**src/rtl/xor_stream_cipher_if.sv**
```systemverilog
// Handshake bundle for xor_stream_cipher: job control, key, message and cipher streams.
// The master side drives jobs and data; the slave side is the cipher block itself.
interface xor_stream_cipher_if #(
    parameter int DATA_W        = 8,
    parameter int KEY_WORDS     = 64,
    parameter int MAX_MSG_WORDS = 512
);
    localparam int KLW = $clog2(KEY_WORDS + 1);
    localparam int MLW = $clog2(MAX_MSG_WORDS + 1);

    logic              start;
    logic              reuse_key;
    logic [KLW-1:0]    key_len;
    logic [MLW-1:0]    msg_len;
    logic [DATA_W-1:0] key_word;
    logic              key_valid;
    logic              key_ready;
    logic [DATA_W-1:0] msg_word;
    logic              msg_valid;
    logic              msg_ready;
    logic [DATA_W-1:0] cipher_word;
    logic              cipher_valid;
    logic              cipher_ready;
    logic              busy;
    logic              done;
    logic              err;

    modport master (
        output start, reuse_key, key_len, msg_len,
        output key_word, key_valid, msg_word, msg_valid, cipher_ready,
        input  key_ready, msg_ready, cipher_word, cipher_valid, busy, done, err
    );

    modport slave (
        input  start, reuse_key, key_len, msg_len,
        input  key_word, key_valid, msg_word, msg_valid, cipher_ready,
        output key_ready, msg_ready, cipher_word, cipher_valid, busy, done, err
    );
endinterface

```
**src/rtl/xor_stream_cipher.sv**
```systemverilog
// Streaming XOR cipher: loads a runtime-length key, then XORs each message word with the
// repeating key through a one-deep registered output stage. Encrypts and decrypts alike.
module xor_stream_cipher #(
    parameter int DATA_W        = 8,
    parameter int KEY_WORDS     = 64,
    parameter int MAX_MSG_WORDS = 512
) (
    input logic                clk_i,
    input logic                rst_i,
    xor_stream_cipher_if.slave bus
);
    // state      | meaning
    // S_IDLE     | waiting for start; lengths and key availability checked here
    // S_LOAD_KEY | accepting key words into key_mem
    // S_STREAM   | accepting message words, presenting cipher words
    // S_DONE     | one-cycle job-end pulse
    localparam int KLW = $clog2(KEY_WORDS + 1);
    localparam int MLW = $clog2(MAX_MSG_WORDS + 1);
    localparam int KIW = (KEY_WORDS > 1) ? $clog2(KEY_WORDS) : 1;

    typedef enum logic [1:0] {
        S_IDLE,
        S_LOAD_KEY,
        S_STREAM,
        S_DONE
    } state_e;

    state_e            state_q, state_d;
    logic [KLW-1:0]    key_len_q, key_len_d;
    logic [MLW-1:0]    msg_len_q, msg_len_d;
    logic [MLW-1:0]    mcnt_q, mcnt_d;
    logic [KIW-1:0]    kcnt_q, kcnt_d;
    logic [KIW-1:0]    kidx_q, kidx_d;
    logic              key_loaded_q, key_loaded_d;
    logic [DATA_W-1:0] cipher_word_q, cipher_word_d;
    logic              cipher_valid_q, cipher_valid_d;
    logic              err_q, err_d;

    logic [DATA_W-1:0] key_mem [KEY_WORDS];

    logic start_bad;
    logic key_fire;
    logic msg_ready;
    logic msg_fire;
    logic cipher_fire;

    assign start_bad = (bus.key_len == '0) || (bus.key_len > KLW'(KEY_WORDS)) ||
                       (bus.msg_len == '0) || (bus.msg_len > MLW'(MAX_MSG_WORDS)) ||
                       (bus.reuse_key && !key_loaded_q);

    assign key_fire    = (state_q == S_LOAD_KEY) && bus.key_valid;
    // A new word may enter only if the output slot is empty or drains this cycle.
    assign msg_ready   = (state_q == S_STREAM) && (mcnt_q < msg_len_q) &&
                         (!cipher_valid_q || bus.cipher_ready);
    assign msg_fire    = msg_ready && bus.msg_valid;
    assign cipher_fire = cipher_valid_q && bus.cipher_ready;

    always_ff @(posedge clk_i) begin
        if (key_fire) begin
            key_mem[kcnt_q] <= bus.key_word;
        end
    end

    always_ff @(posedge clk_i or posedge rst_i) begin
        if (rst_i) begin
            state_q        <= S_IDLE;
            key_len_q      <= '0;
            msg_len_q      <= '0;
            mcnt_q         <= '0;
            kcnt_q         <= '0;
            kidx_q         <= '0;
            key_loaded_q   <= 1'b0;
            cipher_word_q  <= '0;
            cipher_valid_q <= 1'b0;
            err_q          <= 1'b0;
        end else begin
            state_q        <= state_d;
            key_len_q      <= key_len_d;
            msg_len_q      <= msg_len_d;
            mcnt_q         <= mcnt_d;
            kcnt_q         <= kcnt_d;
            kidx_q         <= kidx_d;
            key_loaded_q   <= key_loaded_d;
            cipher_word_q  <= cipher_word_d;
            cipher_valid_q <= cipher_valid_d;
            err_q          <= err_d;
        end
    end

    always_comb begin
        state_d        = state_q;
        key_len_d      = key_len_q;
        msg_len_d      = msg_len_q;
        mcnt_d         = mcnt_q;
        kcnt_d         = kcnt_q;
        kidx_d         = kidx_q;
        key_loaded_d   = key_loaded_q;
        cipher_word_d  = cipher_word_q;
        cipher_valid_d = cipher_valid_q;
        err_d          = 1'b0;

        case (state_q)
            S_IDLE: begin
                if (bus.start) begin
                    if (start_bad) begin
                        err_d = 1'b1;
                    end else begin
                        msg_len_d = bus.msg_len;
                        mcnt_d    = '0;
                        kidx_d    = '0;
                        // Reuse keeps the key length that came with the stored key.
                        if (bus.reuse_key) begin
                            state_d = S_STREAM;
                        end else begin
                            key_len_d = bus.key_len;
                            kcnt_d    = '0;
                            state_d   = S_LOAD_KEY;
                        end
                    end
                end
            end
            S_LOAD_KEY: begin
                if (key_fire) begin
                    if (KLW'(kcnt_q) == key_len_q - KLW'(1)) begin
                        key_loaded_d = 1'b1;
                        kcnt_d       = '0;
                        state_d      = S_STREAM;
                    end else begin
                        kcnt_d = kcnt_q + KIW'(1);
                    end
                end
            end
            S_STREAM: begin
                if (msg_fire) begin
                    cipher_word_d  = bus.msg_word ^ key_mem[kidx_q];
                    cipher_valid_d = 1'b1;
                    mcnt_d         = mcnt_q + MLW'(1);
                    if (KLW'(kidx_q) == key_len_q - KLW'(1)) begin
                        kidx_d = '0;
                    end else begin
                        kidx_d = kidx_q + KIW'(1);
                    end
                end else if (cipher_fire) begin
                    cipher_valid_d = 1'b0;
                end
                if ((mcnt_q == msg_len_q) && cipher_fire) begin
                    state_d = S_DONE;
                end
            end
            S_DONE: begin
                mcnt_d  = '0;
                kidx_d  = '0;
                state_d = S_IDLE;
            end
            default: state_d = S_IDLE;
        endcase
    end

    assign bus.key_ready    = (state_q == S_LOAD_KEY);
    assign bus.msg_ready    = msg_ready;
    assign bus.cipher_word  = cipher_word_q;
    assign bus.cipher_valid = cipher_valid_q;
    assign bus.busy         = (state_q != S_IDLE);
    assign bus.done         = (state_q == S_DONE);
    assign bus.err          = err_q;
endmodule

```
**src/flat_wrapper.sv**
```systemverilog
// flat-port wrapper written by rule: the top's interface ports become plain ports
module xor_stream_cipher_flat 
#(
    parameter int DATA_W        = 8,
    parameter int KEY_WORDS     = 64,
    parameter int MAX_MSG_WORDS = 512
)
  (clk_i, rst_i, bus_start, bus_reuse_key, bus_key_len, bus_msg_len, bus_key_word, bus_key_valid, bus_msg_word, bus_msg_valid, bus_cipher_ready, bus_key_ready, bus_msg_ready, bus_cipher_word, bus_cipher_valid, bus_busy, bus_done, bus_err);
  xor_stream_cipher_if #(.DATA_W(DATA_W), .KEY_WORDS(KEY_WORDS), .MAX_MSG_WORDS(MAX_MSG_WORDS)) bus_i ();
  input logic clk_i;
  input logic rst_i;
  input wire logic [$bits(bus_i.start)-1:0] bus_start;
  input wire logic [$bits(bus_i.reuse_key)-1:0] bus_reuse_key;
  input wire logic [$bits(bus_i.key_len)-1:0] bus_key_len;
  input wire logic [$bits(bus_i.msg_len)-1:0] bus_msg_len;
  input wire logic [$bits(bus_i.key_word)-1:0] bus_key_word;
  input wire logic [$bits(bus_i.key_valid)-1:0] bus_key_valid;
  input wire logic [$bits(bus_i.msg_word)-1:0] bus_msg_word;
  input wire logic [$bits(bus_i.msg_valid)-1:0] bus_msg_valid;
  input wire logic [$bits(bus_i.cipher_ready)-1:0] bus_cipher_ready;
  output wire logic [$bits(bus_i.key_ready)-1:0] bus_key_ready;
  output wire logic [$bits(bus_i.msg_ready)-1:0] bus_msg_ready;
  output wire logic [$bits(bus_i.cipher_word)-1:0] bus_cipher_word;
  output wire logic [$bits(bus_i.cipher_valid)-1:0] bus_cipher_valid;
  output wire logic [$bits(bus_i.busy)-1:0] bus_busy;
  output wire logic [$bits(bus_i.done)-1:0] bus_done;
  output wire logic [$bits(bus_i.err)-1:0] bus_err;
  assign bus_i.start = bus_start;
  assign bus_i.reuse_key = bus_reuse_key;
  assign bus_i.key_len = bus_key_len;
  assign bus_i.msg_len = bus_msg_len;
  assign bus_i.key_word = bus_key_word;
  assign bus_i.key_valid = bus_key_valid;
  assign bus_i.msg_word = bus_msg_word;
  assign bus_i.msg_valid = bus_msg_valid;
  assign bus_i.cipher_ready = bus_cipher_ready;
  assign bus_key_ready = bus_i.key_ready;
  assign bus_msg_ready = bus_i.msg_ready;
  assign bus_cipher_word = bus_i.cipher_word;
  assign bus_cipher_valid = bus_i.cipher_valid;
  assign bus_busy = bus_i.busy;
  assign bus_done = bus_i.done;
  assign bus_err = bus_i.err;
  xor_stream_cipher #(.DATA_W(DATA_W), .KEY_WORDS(KEY_WORDS), .MAX_MSG_WORDS(MAX_MSG_WORDS)) u_core (.clk_i(clk_i), .rst_i(rst_i), .bus(bus_i));
endmodule
```
**config.mk**
```make
export PLATFORM = sky130hd
export DESIGN_NAME = xor_stream_cipher_flat
export DESIGN_NICKNAME = d
export VERILOG_FILES = /design/src/rtl/xor_stream_cipher_if.sv /design/src/rtl/xor_stream_cipher.sv /design/src/flat_wrapper.sv
export SDC_FILE = /design/constraint.sdc
export NUM_CORES = 1
export LEC_CHECK = 0
export BUFFER_PORTS_ARGS = -buffer_cell sky130_fd_sc_hd__buf_4
export CAP_MARGIN = 0
export CORE_ASPECT_RATIO = 1.2
export CORE_MARGIN = 3
export CORE_UTILIZATION = 50
export CTS_CLUSTER_SIZE = 25
export DETAILED_ROUTE_END_ITERATION = 12
export GPL_ROUTABILITY_DRIVEN = 0
export PLACE_DENSITY = 0.74
export SLEW_MARGIN = 20
export SYNTH_ARGS = -nofsm -noshare
export SYNTH_HDL_FRONTEND = slang
export SYNTH_SLANG_ARGS = --single-unit
```
**constraint.sdc**
```tcl
create_clock -name clk_i -period 6.4 [get_ports clk_i]
set_input_delay 0 -clock clk_i [delete_from_list [all_inputs] [get_ports clk_i]]
set_output_delay 0 -clock clk_i [all_outputs]
set_load 0.005 [all_outputs]
```
==> impl_metrics.tcl <==
set metrics [dict create \
    dieArea_um2 49100 \
    fp-row-count 85 \
    end_kind "flop" \
    crit_family "buffers and inverters" \
    worstPathArrival_ns 4.05 \
    cp_cell_sequence "dlygate4sd3_1 -> buf_4 -> or4_1 -> or3_1 -> a211oi_2 -> nand3_1 -> nor2_2 -> nand2_1 -> dlygate4sd3_1 -> o21ai_0 -> dlygate4sd3_1" \
    slowest_stage "dlygate4sd3_1" \
    netlist-cell-type-count 51 \
    cpPeakStageDelay_ns 0.58 \
    mostFrequentLayoutCells "edfxtp_1 (512), mux2i_1 (258), a22oi_1 (92)" \
    period_share_pct 55.4 \
    finClkSkew_ns 0.0187 \
    ir_drop_uv 248 \
    instances_no_fill 2261 \
    htree_levels 2 \
    ys_ff_latch 564 \
    cts_tree "yes" \
    cts_buffer_depth 3 \
    grt_antenna_before_repair 1 \
    ios 54 \
    grt_pass1_vias 13300 \
    root_buffer "clkbuf_16" \
    layout-drive-gt1-share_pct 10.4 \
    status "complete, no violations" \
    synth.net_count 1574 \
    synth_area_um2 23200 \
    cp.depth 11 \
    clkLatencyLatePin_ns 0.58 \
    fin_nets 1669 \
    placed_area_um2 24200 \
    cts.clk_slew.worst_paths_ns 0.06 \
    start_util_pct 51.1 \
    dr_total_vias 13500 \
    grt_pass1_wl_um 81800 \
    die_w_um 203 \
    final_cell_area_um2 26300 \
    worst-path-buf-inv 4 \
    slew_headroom_pct 22.3 \
    grt_max_degree 83 \
    firstDrtPassIters 5 \
    synth.top_cell.area_share_pct 66.2 \
    setup_viol 0 \
    power.leakage_nw 8.54 \
    synth-edff-count 512 \
    ys_async_sr_fraction_pct 9.22 \
    pwr_density_cell_nw_per_um2 353 \
    start_kind "primary input" \
    antenna_cells 0 \
    syn_inst 1516 \
    dr.first_iter.drc_count 1475 \
    yosys_warnings 0 \
    port-buffer-count 53 \
    yosys-top-cells-area "edfxtp_1 (66%), mux2i_1 (11%), dfrtp_1 (5.6%), a22oi_1 (3.0%), nand3_1 (1.4%)" \
    slew_viol_final 0 \
    hpwl_um 31600 \
    syn_avg_cell_area_um2 15.3 \
    finalHoldViolations 0 \
    path_max_fanout 19 \
    cts_sinks 564 \
    path_common_cell "dlygate4sd3_1" \
    wl_um 54300 \
    synth_top_area_cell "edfxtp_1" \
    fmax_mhz 282 \
    ff2ff_path_depth 8 \
    place_inst 2116 \
    min_path_cells 1 \
    grt-ovfl-total 0 \
    die_h_um 242 \
    drv_cap 0 \
    cts_buffers 52 \
    cp_data_required_time_ns 6.90 \
    ys_seq_area_share_pct 71.8 \
    track_usage_pct 21.8 \
    hp-class "in -> reg" \
    drc 0 \
    whs_ns 0.0119 \
    drtAntennaViolNets 0 \
    mostFrequentLayoutCell "edfxtp_1" \
    rsz0062_at_grt "false" \
    area_delta_synth_final_pct 13.4 \
    finalCriticalPeriod_ns 3.54 \
    core-area_um2 45400 \
    fin_setup_tns_ns 0 \
    tightest_slew_ns 1.16 \
    via_per_inst 5.99 \
    synth_top_flop_cell "edfxtp_1" \
    wl_per_cell_um 24.0 \
    crit_type "in -> reg" \
]
==> path summary, 6_finish.rpt <==
check / from / end / slack [ns]
setup / recovery: bus_key_len[0] / u_core.msg_len_q[3]$_DFFE_PP0P_ / 2.86
hold / removal: bus_key_word[6] / u_core.key_mem[49][6]$_DFFE_PP_ / 0.01
setup reg to reg: u_core.kidx_q[0]$_DFFE_PP0P_ / u_core.bus.cipher_word[6]$_DFFE_PP0P_ / 3.02
hold reg to reg: u_core.key_loaded_q$_DFFE_PP0P_ / u_core.key_loaded_q$_DFFE_PP0P_ / 0.48
max in group asynchronous: rst_i / u_core.kidx_q[0]$_DFFE_PP0P_ / 5.66
min in group asynchronous: rst_i / u_core.key_len_q[5]$_DFFE_PP0P_ / 0.19
==> power by group <==
group	internal [W]	switching (W)	leakage (nW)
clock network	0.00161	0.00129	0.781
registers	0.00414	0.000192	5.26
logic	0.000964	0.00110	2.49
total	0.00671	0.00258	8.54
==> state kept, by name, indices dropped and copies added (netlist names), 2 cells and up <==
name	count
u_core.msg_len_q	10
u_core.key_mem	512
u_core.state_q	2
u_core.mcnt_q	10
u_core.bus.cipher_word	8
u_core.kcnt_q	6
u_core.key_len_q	7
u_core.kidx_q	6
==> cell usage after synthesis (3+ instances only) <==
library cell / instances
mux2i_1: 258
o22ai_1: 6
clkbuf_1: 43
a31oi_1: 3
dfrtp_1: 52
or2_2: 3
a21o_1: 5
and2_1: 3
nor2_1: 81
buf_1: 27
xnor2_1: 25
nor2b_1: 5
edfxtp_1: 512
nand2b_1: 4
nor3b_1: 3
and3_1: 8
nor3_1: 14
a21oi_1: 49
nand2_1: 84
or3_1: 8
a22oi_1: 92
nand3b_1: 7
nand3_1: 66
nand4_1: 21
a22o_1: 4
o21ai_0: 39
ha_1: 18
or3b_2: 3
inv_1: 29
mux2_2: 15
==> cells by family after synthesis <==
group	share of synthesized area, %
compound gates	6.12
xor+xnor	1.05
fa+ha+maj	0.970
buf+inv	1.68
flops	71.8
mux	11.9
simple gates	6.49
==> per-layer routing <==
metal	up-vias	global-route usage [%]	part of all wire, %
met4	2	9.46	4.6
li1	6050	-	-
met3	130	3.51	7.8
met2	630	34.6	47
met1	6736	30.0	40
met5	-	0	0.018
==> what timing repair did <==
action,CTS,global route
buffers inserted,0,0
resized for setup,0,0
hold endpoints to repair,86,0
hold buffers,50,0
==> per-stage QoR <==
stage	utilization [%]	total power (W)	setup slack [ns]
6_report	58.0	0.00929	2.86
5_1_grt	58.0	0.00964	2.60
4_1_cts	57.9	0.00931	3.01
3_5_place_dp	53.4	0.00638	3.03
3_3_place_gp	53.4	0.00633	3.04
2_1_floorplan	-	0.00582	3.69
==> area by class of cell <==
class / instances / area [µm²]
clock buffers: 63 / 1380
clock inverters: 32 / 193
fillers: 3328 / 19100
inverters: 30 / 113
multi-input cells: 849 / 6190
flip-flops and latches: 564 / 16700
well taps: 609 / 762
repair buffers: 114 / 1010
Power figures use the tool's default switching activity.
